[config.mk]
export PLATFORM = sky130hd
export DESIGN_NAME = vga_frame_engine
export DESIGN_NICKNAME = d
export VERILOG_FILES = /design/src/rtl/vga_frame_engine.sv
export SDC_FILE = /design/constraint.sdc
export NUM_CORES = 1
export LEC_CHECK = 0
export ABC_AREA = 1
export CAP_MARGIN = 0
export CELL_PAD_IN_SITES_DETAIL_PLACEMENT = 0
export CELL_PAD_IN_SITES_GLOBAL_PLACEMENT = 1
export CORE_UTILIZATION = 46
export CTS_BUF_LIST = sky130_fd_sc_hd__clkbuf_2 sky130_fd_sc_hd__clkbuf_4 sky130_fd_sc_hd__clkbuf_8
export DETAILED_ROUTE_END_ITERATION = 10
export GPL_TIMING_DRIVEN = 0
export PLACE_DENSITY_LB_ADDON = 0.1
export SLEW_MARGIN = 30
export SYNTH_ARGS = -nofsm -noshare
export SYNTH_HDL_FRONTEND = slang
export SYNTH_SLANG_ARGS = --single-unit
[constraint.sdc]
create_clock -name clk -period 6.1 [get_ports clk]
set_clock_uncertainty 0.1 [all_clocks]
set_input_delay 1.22 -clock clk [delete_from_list [all_inputs] [get_ports clk]]
set_output_delay 1.22 -clock clk [all_outputs]
set_load 0.02 [all_outputs]
[src/rtl/vga_frame_engine.sv]
// Parametrised VGA raster engine: timing, framebuffer requests, ball sprite.
// Optional colour-bar test pattern on mode 3 when VGA_TEST_PATTERN_EN is defined.
module vga_frame_engine #(
  parameter int   H_VISIBLE  = 800,
  parameter int   H_FRONT    = 56,
  parameter int   H_SYNC     = 120,
  parameter int   H_BACK     = 64,
  parameter int   V_VISIBLE  = 600,
  parameter int   V_FRONT    = 37,
  parameter int   V_SYNC     = 6,
  parameter int   V_BACK     = 23,
  parameter logic H_SYNC_POL = 1'b1,
  parameter logic V_SYNC_POL = 1'b1,
  parameter int   COLOR_W    = 4,
  parameter int   FB_LATENCY = 2,
  parameter int   BALL_SIZE  = 20,
  parameter int   BALL_STEP  = 1,
  localparam int  H_TOTAL = H_VISIBLE + H_FRONT + H_SYNC + H_BACK,
  localparam int  V_TOTAL = V_VISIBLE + V_FRONT + V_SYNC + V_BACK,
  localparam int  X_W = $clog2(H_TOTAL),
  localparam int  Y_W = $clog2(V_TOTAL)
) (
  input  logic                 clk,
  input  logic                 rst,
  input  logic [1:0]           mode,
  output logic                 fb_req,
  output logic [X_W-1:0]       fb_x,
  output logic [Y_W-1:0]       fb_y,
  input  logic [3*COLOR_W-1:0] fb_data,
  output logic [COLOR_W-1:0]   vga_red,
  output logic [COLOR_W-1:0]   vga_green,
  output logic [COLOR_W-1:0]   vga_blue,
  output logic                 h_sync,
  output logic                 v_sync,
  output logic                 frame_end
);

  localparam int CW = 3 * COLOR_W;
`ifdef VGA_TEST_PATTERN_EN
  localparam int PW = 4 + CW;
`else
  localparam int PW = 4;
`endif
  localparam logic [PW-1:0] STG_RST =
    PW'({1'b0, ~H_SYNC_POL, ~V_SYNC_POL, 1'b0});

  logic [X_W-1:0] x, ball_x, ball_x_n;
  logic [Y_W-1:0] y, ball_y, ball_y_n;
  logic           dx, dy, dx_n, dy_n;
  logic [1:0]     mode_q;
  logic           x_last, y_last;
  logic           vis, hs, vs, hit;
  logic [PW-1:0]  cur, dly;
  logic [CW-1:0]  col;

  assign x_last    = (x == X_W'(H_TOTAL - 1));
  assign y_last    = (y == Y_W'(V_TOTAL - 1));
  assign frame_end = x_last && y_last;
  assign vis       = (int'(x) < H_VISIBLE) && (int'(y) < V_VISIBLE);
  assign fb_req    = vis;
  assign fb_x      = x;
  assign fb_y      = y;

  // Raster counters, frame-boundary mode latch and ball state
  always_ff @(posedge clk) begin
    if (rst) begin
      x      <= '0;
      y      <= '0;
      mode_q <= '0;
      ball_x <= '0;
      ball_y <= '0;
      dx     <= 1'b1;
      dy     <= 1'b1;
    end else begin
      x <= x_last ? '0 : x + 1'b1;
      if (x_last) y <= y_last ? '0 : y + 1'b1;
      if (x == '0 && y == '0) mode_q <= mode;
      if (frame_end) begin
        ball_x <= ball_x_n;
        ball_y <= ball_y_n;
        dx     <= dx_n;
        dy     <= dy_n;
      end
    end
  end

  // Per-axis bounce: clamp to the edge and reverse on overshoot
  always_comb begin
    ball_x_n = ball_x;
    ball_y_n = ball_y;
    dx_n     = dx;
    dy_n     = dy;
    if (dx) begin
      if (int'(ball_x) + BALL_STEP + BALL_SIZE > H_VISIBLE) begin
        ball_x_n = X_W'(H_VISIBLE - BALL_SIZE);
        dx_n     = 1'b0;
      end else ball_x_n = ball_x + X_W'(BALL_STEP);
    end else begin
      if (int'(ball_x) < BALL_STEP) begin
        ball_x_n = '0;
        dx_n     = 1'b1;
      end else ball_x_n = ball_x - X_W'(BALL_STEP);
    end
    if (dy) begin
      if (int'(ball_y) + BALL_STEP + BALL_SIZE > V_VISIBLE) begin
        ball_y_n = Y_W'(V_VISIBLE - BALL_SIZE);
        dy_n     = 1'b0;
      end else ball_y_n = ball_y + Y_W'(BALL_STEP);
    end else begin
      if (int'(ball_y) < BALL_STEP) begin
        ball_y_n = '0;
        dy_n     = 1'b1;
      end else ball_y_n = ball_y - Y_W'(BALL_STEP);
    end
  end

  assign hs  = ((int'(x) >= H_VISIBLE + H_FRONT) &&
                (int'(x) <  H_VISIBLE + H_FRONT + H_SYNC))
               ? H_SYNC_POL : ~H_SYNC_POL;
  assign vs  = ((int'(y) >= V_VISIBLE + V_FRONT) &&
                (int'(y) <  V_VISIBLE + V_FRONT + V_SYNC))
               ? V_SYNC_POL : ~V_SYNC_POL;
  assign hit = (int'(x) >= int'(ball_x)) &&
               (int'(x) <  int'(ball_x) + BALL_SIZE) &&
               (int'(y) >= int'(ball_y)) &&
               (int'(y) <  int'(ball_y) + BALL_SIZE);

`ifdef VGA_TEST_PATTERN_EN
  logic [2:0]    bar;
  logic [CW-1:0] tp_col, tp_d;

  // Bar index by threshold compares: bar = x*8/H_VISIBLE
  always_comb begin
    bar = '0;
    for (int k = 1; k < 8; k++)
      if (int'(x) * 8 >= k * H_VISIBLE) bar = 3'(k);
  end

  assign tp_col = {{COLOR_W{bar[2]}}, {COLOR_W{bar[1]}},
                   {COLOR_W{bar[0]}}};
  assign cur    = {tp_col, vis, hs, vs, hit};
  assign tp_d   = dly[PW-1:4];
`else
  assign cur = {vis, hs, vs, hit};
`endif

  generate
    if (FB_LATENCY == 0) begin : g_nodly
      assign dly = cur;
    end else begin : g_dly
      logic [PW-1:0] pipe [FB_LATENCY];
      // Delay flags to line up with the framebuffer read data
      always_ff @(posedge clk) begin
        if (rst) begin
          for (int i = 0; i < FB_LATENCY; i++) pipe[i] <= STG_RST;
        end else begin
          pipe[0] <= cur;
          for (int i = 1; i < FB_LATENCY; i++) pipe[i] <= pipe[i-1];
        end
      end
      assign dly = pipe[FB_LATENCY-1];
    end
  endgenerate

  // Colour select on the delayed flags, blanked outside visible
  always_comb begin
    col = '0;
    case (mode_q)
      2'd0:    col = fb_data;
      2'd1:    col = dly[0] ? '1 : '0;
      2'd2:    col = dly[0] ? '1 : fb_data;
`ifdef VGA_TEST_PATTERN_EN
      default: col = tp_d;
`else
      default: col = '0;
`endif
    endcase
    if (!dly[3]) col = '0;
  end

  // Output register
  always_ff @(posedge clk) begin
    if (rst) begin
      vga_red   <= '0;
      vga_green <= '0;
      vga_blue  <= '0;
      h_sync    <= ~H_SYNC_POL;
      v_sync    <= ~V_SYNC_POL;
    end else begin
      vga_red   <= col[CW-1:2*COLOR_W];
      vga_green <= col[2*COLOR_W-1:COLOR_W];
      vga_blue  <= col[COLOR_W-1:0];
      h_sync    <= dly[2];
      v_sync    <= dly[1];
    end
  end

endmodule

==> reports/qor.csv <==
stage,metric,value,unit
sta,Max Slew Vio Count,0,
power,Max IR drop VDD,0.170,mV
drt,Antenna Nets Post-Route,0,
setup_path,critical path class,flop to output port,
setup_path,Crit-path slowest cell,clkdlybuf4s50_1,
global_route,first-pass GRT wire length,23300,microns
synth,Yosys top cell by area,dfxtp_1,
synth,synth top area cells,"dfxtp_1 (26%), ha_1 (14%), nand2_1 (11%)",
synth,Synth top area share,26.2,%
cts,Max clock buf depth,2,
global_route,vias in the first global route,4812,
synth,"count leader, synth",nand2_1,
final_layout,Layout Nets,887,
cts,Post-CTS Setup Inserts,0,
synth,Synth Register Bits,68,
drt,routed len/inst,14.9,microns
sta,worst slew pin tran,0.530,ns
setup_path,WP buf/inv,4,
setup_path,"Data arrival, critical path",2.69,ns
final_layout,Fillers,1100,
synth,"Seq/Total Area, Yosys",26.2,%
global_route,pin count of the biggest net entering global routing,12,
setup_path,RR Endpoint,g_dly.pipe[0][0],
synth,most instantiated cells after synthesis,"nand2_1 (151), inv_1 (78), nor2_1 (75), dfxtp_1 (68), a21oi_1 (63)",
sta,Final setup violation count,0,
placed_design,DP HPWL,10900,microns
run,# Max-Cap Violations,0,
sta,crit share post-route,65.8,%
worst_hold_path,Hold Path Cell Cnt,2,
floorplanning,die width,108,microns
power,pwr dens,147,mW/mm^2
setup_path,Worst Setup End Kind,output port,
floorplanning,Std-Cell Rows,38,
synth,Ys Warns,0,
cts,Sink Count,68,
floorplanning,core footprint,0.0109,sq mm
synth,Post-Syn Area per Cell,6.93,sq um
cts,Post-CTS Hold Buffers,0,
global_route,initial antenna violation count,0,
sta,WHS,0.306,ns
cts,Max H-tree Level,3,
setup_path,Reg2Reg Depth,12,
worst_hold_path,worst hold start,g_dly.pipe[0][2],
cts,Clock Latency Late Sink,0.37,ns
sta,Max Clock Freq,249,MHz
global_route,Tot GR Track Use,25.5,%
drt,final wirelength,14300,microns
synth,"Primary FF master, synth",dfxtp_1,
power,Lkg Pwr,2.84,nW
final_layout,final core utilization,55.6,%
sta,Total Neg Setup Slack,0,ns
setup_path,Critical Path Max Stage Delay,0.64,ns
placed_design,placer congestion estimate,0.904,
placed_design,Port Buffers,52,
drt,vias,5148,
cts,CTS tree,yes,
cts,Root Driver,clkbuf_8,
setup_path,R2R setup slack,3.49,ns
drt,Vias/cell,5.37,
drt,TritonRoute pass-1 iters,8,
floorplanning,Die Y,108,microns
sta,min Tclk post-route,4.01,ns
synth,Mapped Cells,751,
global_route,global route overflow,0,
synth,"EDFF count, synth",0,
synth,Yosys cell types,43,
cts,clock slew at reported path FFs,0.07,ns
final_layout,ANT cells,0,
run_status,outcome,completed,
worst_hold_path,Hold Path Sink,g_dly.pipe[0][6],
sta,RSZ-0062 raised after global routing,false,
setup_path,Reg2Reg Launch Point,ball_y[3],
setup_path,CP Max Fanout,10,
final_layout,Syn-to-layout area delta,16.9,%
floorplanning,die area,0.0117,sq mm
setup_path,"Req. time, crit path",4.78,ns
final_layout,share of cells above drive strength 1,7.33,%
setup_path,startpoint types,flop,
cts,Post-CTS Resized,0,
drt,DR iter-0 viols,325,
worst_hold_path,HP Class,flop to flop,
sta,Fin. Hold Viols,0,
floorplanning,Starting Density,47.6,%
setup_path,"delay-heaviest family, CP",buffers and inverters,
synth,Syn Nets,824,
drt,drt drc,0,
synth,fraction of registers with async set/reset,0,%
cts,TritonCTS buffer count,9,
setup_path,"Cell Chain, Critical Path","ha_1, nand2_1, inv_1, nand2_1, inv_1, nand3_4, nor2_8, buf_2, clkdlybuf4s50_1",
synth,"Cell Area, Synth",0.00520,sq mm
sta,Slew Limit Headroom,64.7,%
floorplanning,Ports,53,
-- power by group --
| part | switching, mW | internal, mW |
|---|---|---|
| sequential | 0.00518 | 0.452 |
| clock | 0.180 | 0.190 |
| combinational | 0.0365 | 0.0291 |
| total | 0.222 | 0.671 |
-- worst register-to-register path, stage by stage (launching register included) --
cell and delay (ns):
dfxtp_1 0.48, clkinv_1 0.29, o21ai_0 0.44, nand2_1 0.12
xor2_1 0.15, ha_1 0.29, nand4_1 0.13, nor2_1 0.06
nor2_1 0.12, nand3_1 0.12, nor2_1 0.11, nand2_1 0.06
nor2_1 0.08
-- cell families after synthesis --
logic type	Yosys count	synth area share, %
buf+inv	114	9.04
xor+xnor	45	7.57
fa+ha+maj	57	13.7
flops	68	26.2
compound gates	126	13.4
simple gates	341	30.1
-- worst max path at each step --
| stage | from | endpoint | slack (ns) | depth (start not counted) |
|---|---|---|---|---|
| after floorplan | fb_x[1] | frame_end | 3.24 | 8 |
| after global placement | fb_x[1] | frame_end | 2.50 | 9 |
| after detailed placement | fb_x[1] | frame_end | 2.46 | 9 |
| after CTS | fb_x[1] | frame_end | 2.04 | 9 |
| after global routing | fb_x[1] | frame_end | 1.89 | 9 |
| final | fb_x[1] | frame_end | 2.09 | 9 |
-- sequential cells by signal, summed over array words and instances, names as in the netlist, 2 cells and up --
register / flops
vga_green: 4
g_dly.pipe: 8
mode_q: 2
fb_x: 11
ball_x: 11
fb_y: 10
vga_red: 4
vga_blue: 4
ball_y: 10
-- stage by stage --
step / area (sq um) / std cells / total power, mW / setup slack (ns)
6_report: 6080 / 958 / 0.893 / 2.09
5_1_grt: 6080 / 958 / 0.929 / 1.89
4_1_cts: 6080 / 958 / 0.900 / 2.04
3_5_place_dp: 5900 / 943 / 0.533 / 2.46
3_3_place_gp: 5900 / 943 / 0.532 / 2.50
2_1_floorplan: 5200 / 751 / 0.503 / 3.24
-- area by class of cell --
| cell class | count | area [sq um] | area share, % |
|---|---|---|---|
| buffer | 22 | 118 | 1.93 |
| tap | 140 | 175 | 2.88 |
| timing repair buffer | 52 | 520 | 8.55 |
| clock inverter | 5 | 53.8 | 0.884 |
| sequential | 68 | 1360 | 22.4 |
| clock buffer | 10 | 131 | 2.16 |
| multi-input combinational | 569 | 3370 | 55.4 |
| inverter | 92 | 353 | 5.80 |
-- cell usage in the layout, fill, tap and decap left out, drive strengths merged --
cell type      count
o21ai             37
o2111ai            2
nor2              83
bufinv             1
ha                57
xnor2              4
clkinv             7
dfxtp             68
and3               2
a21oi             64
o21a               2
buf               14
nand2            156
o21bai             5
nor4               5
a22oi              1
a31oi              5
nand3b             1
clkbuf            18
nor3b              1
xor2              41
nand3             42
a211oi             6
o22ai              2
nor3              25
a311oi             2
clkdlybuf4s50     52
nand4             26
inv               89
-- layer usage --
layer | up-vias | GRT usage, % | share of wire, %
li1 | 2623 | - | -
met1 | 2354 | 33.6 | 46
met5 | - | 0 | 0
met3 | 16 | 4.22 | 6.1
met4 | 0 | 8.11 | 1.2
met2 | 155 | 42.4 | 47
Note: power is estimated with default switching activity, not from simulation.
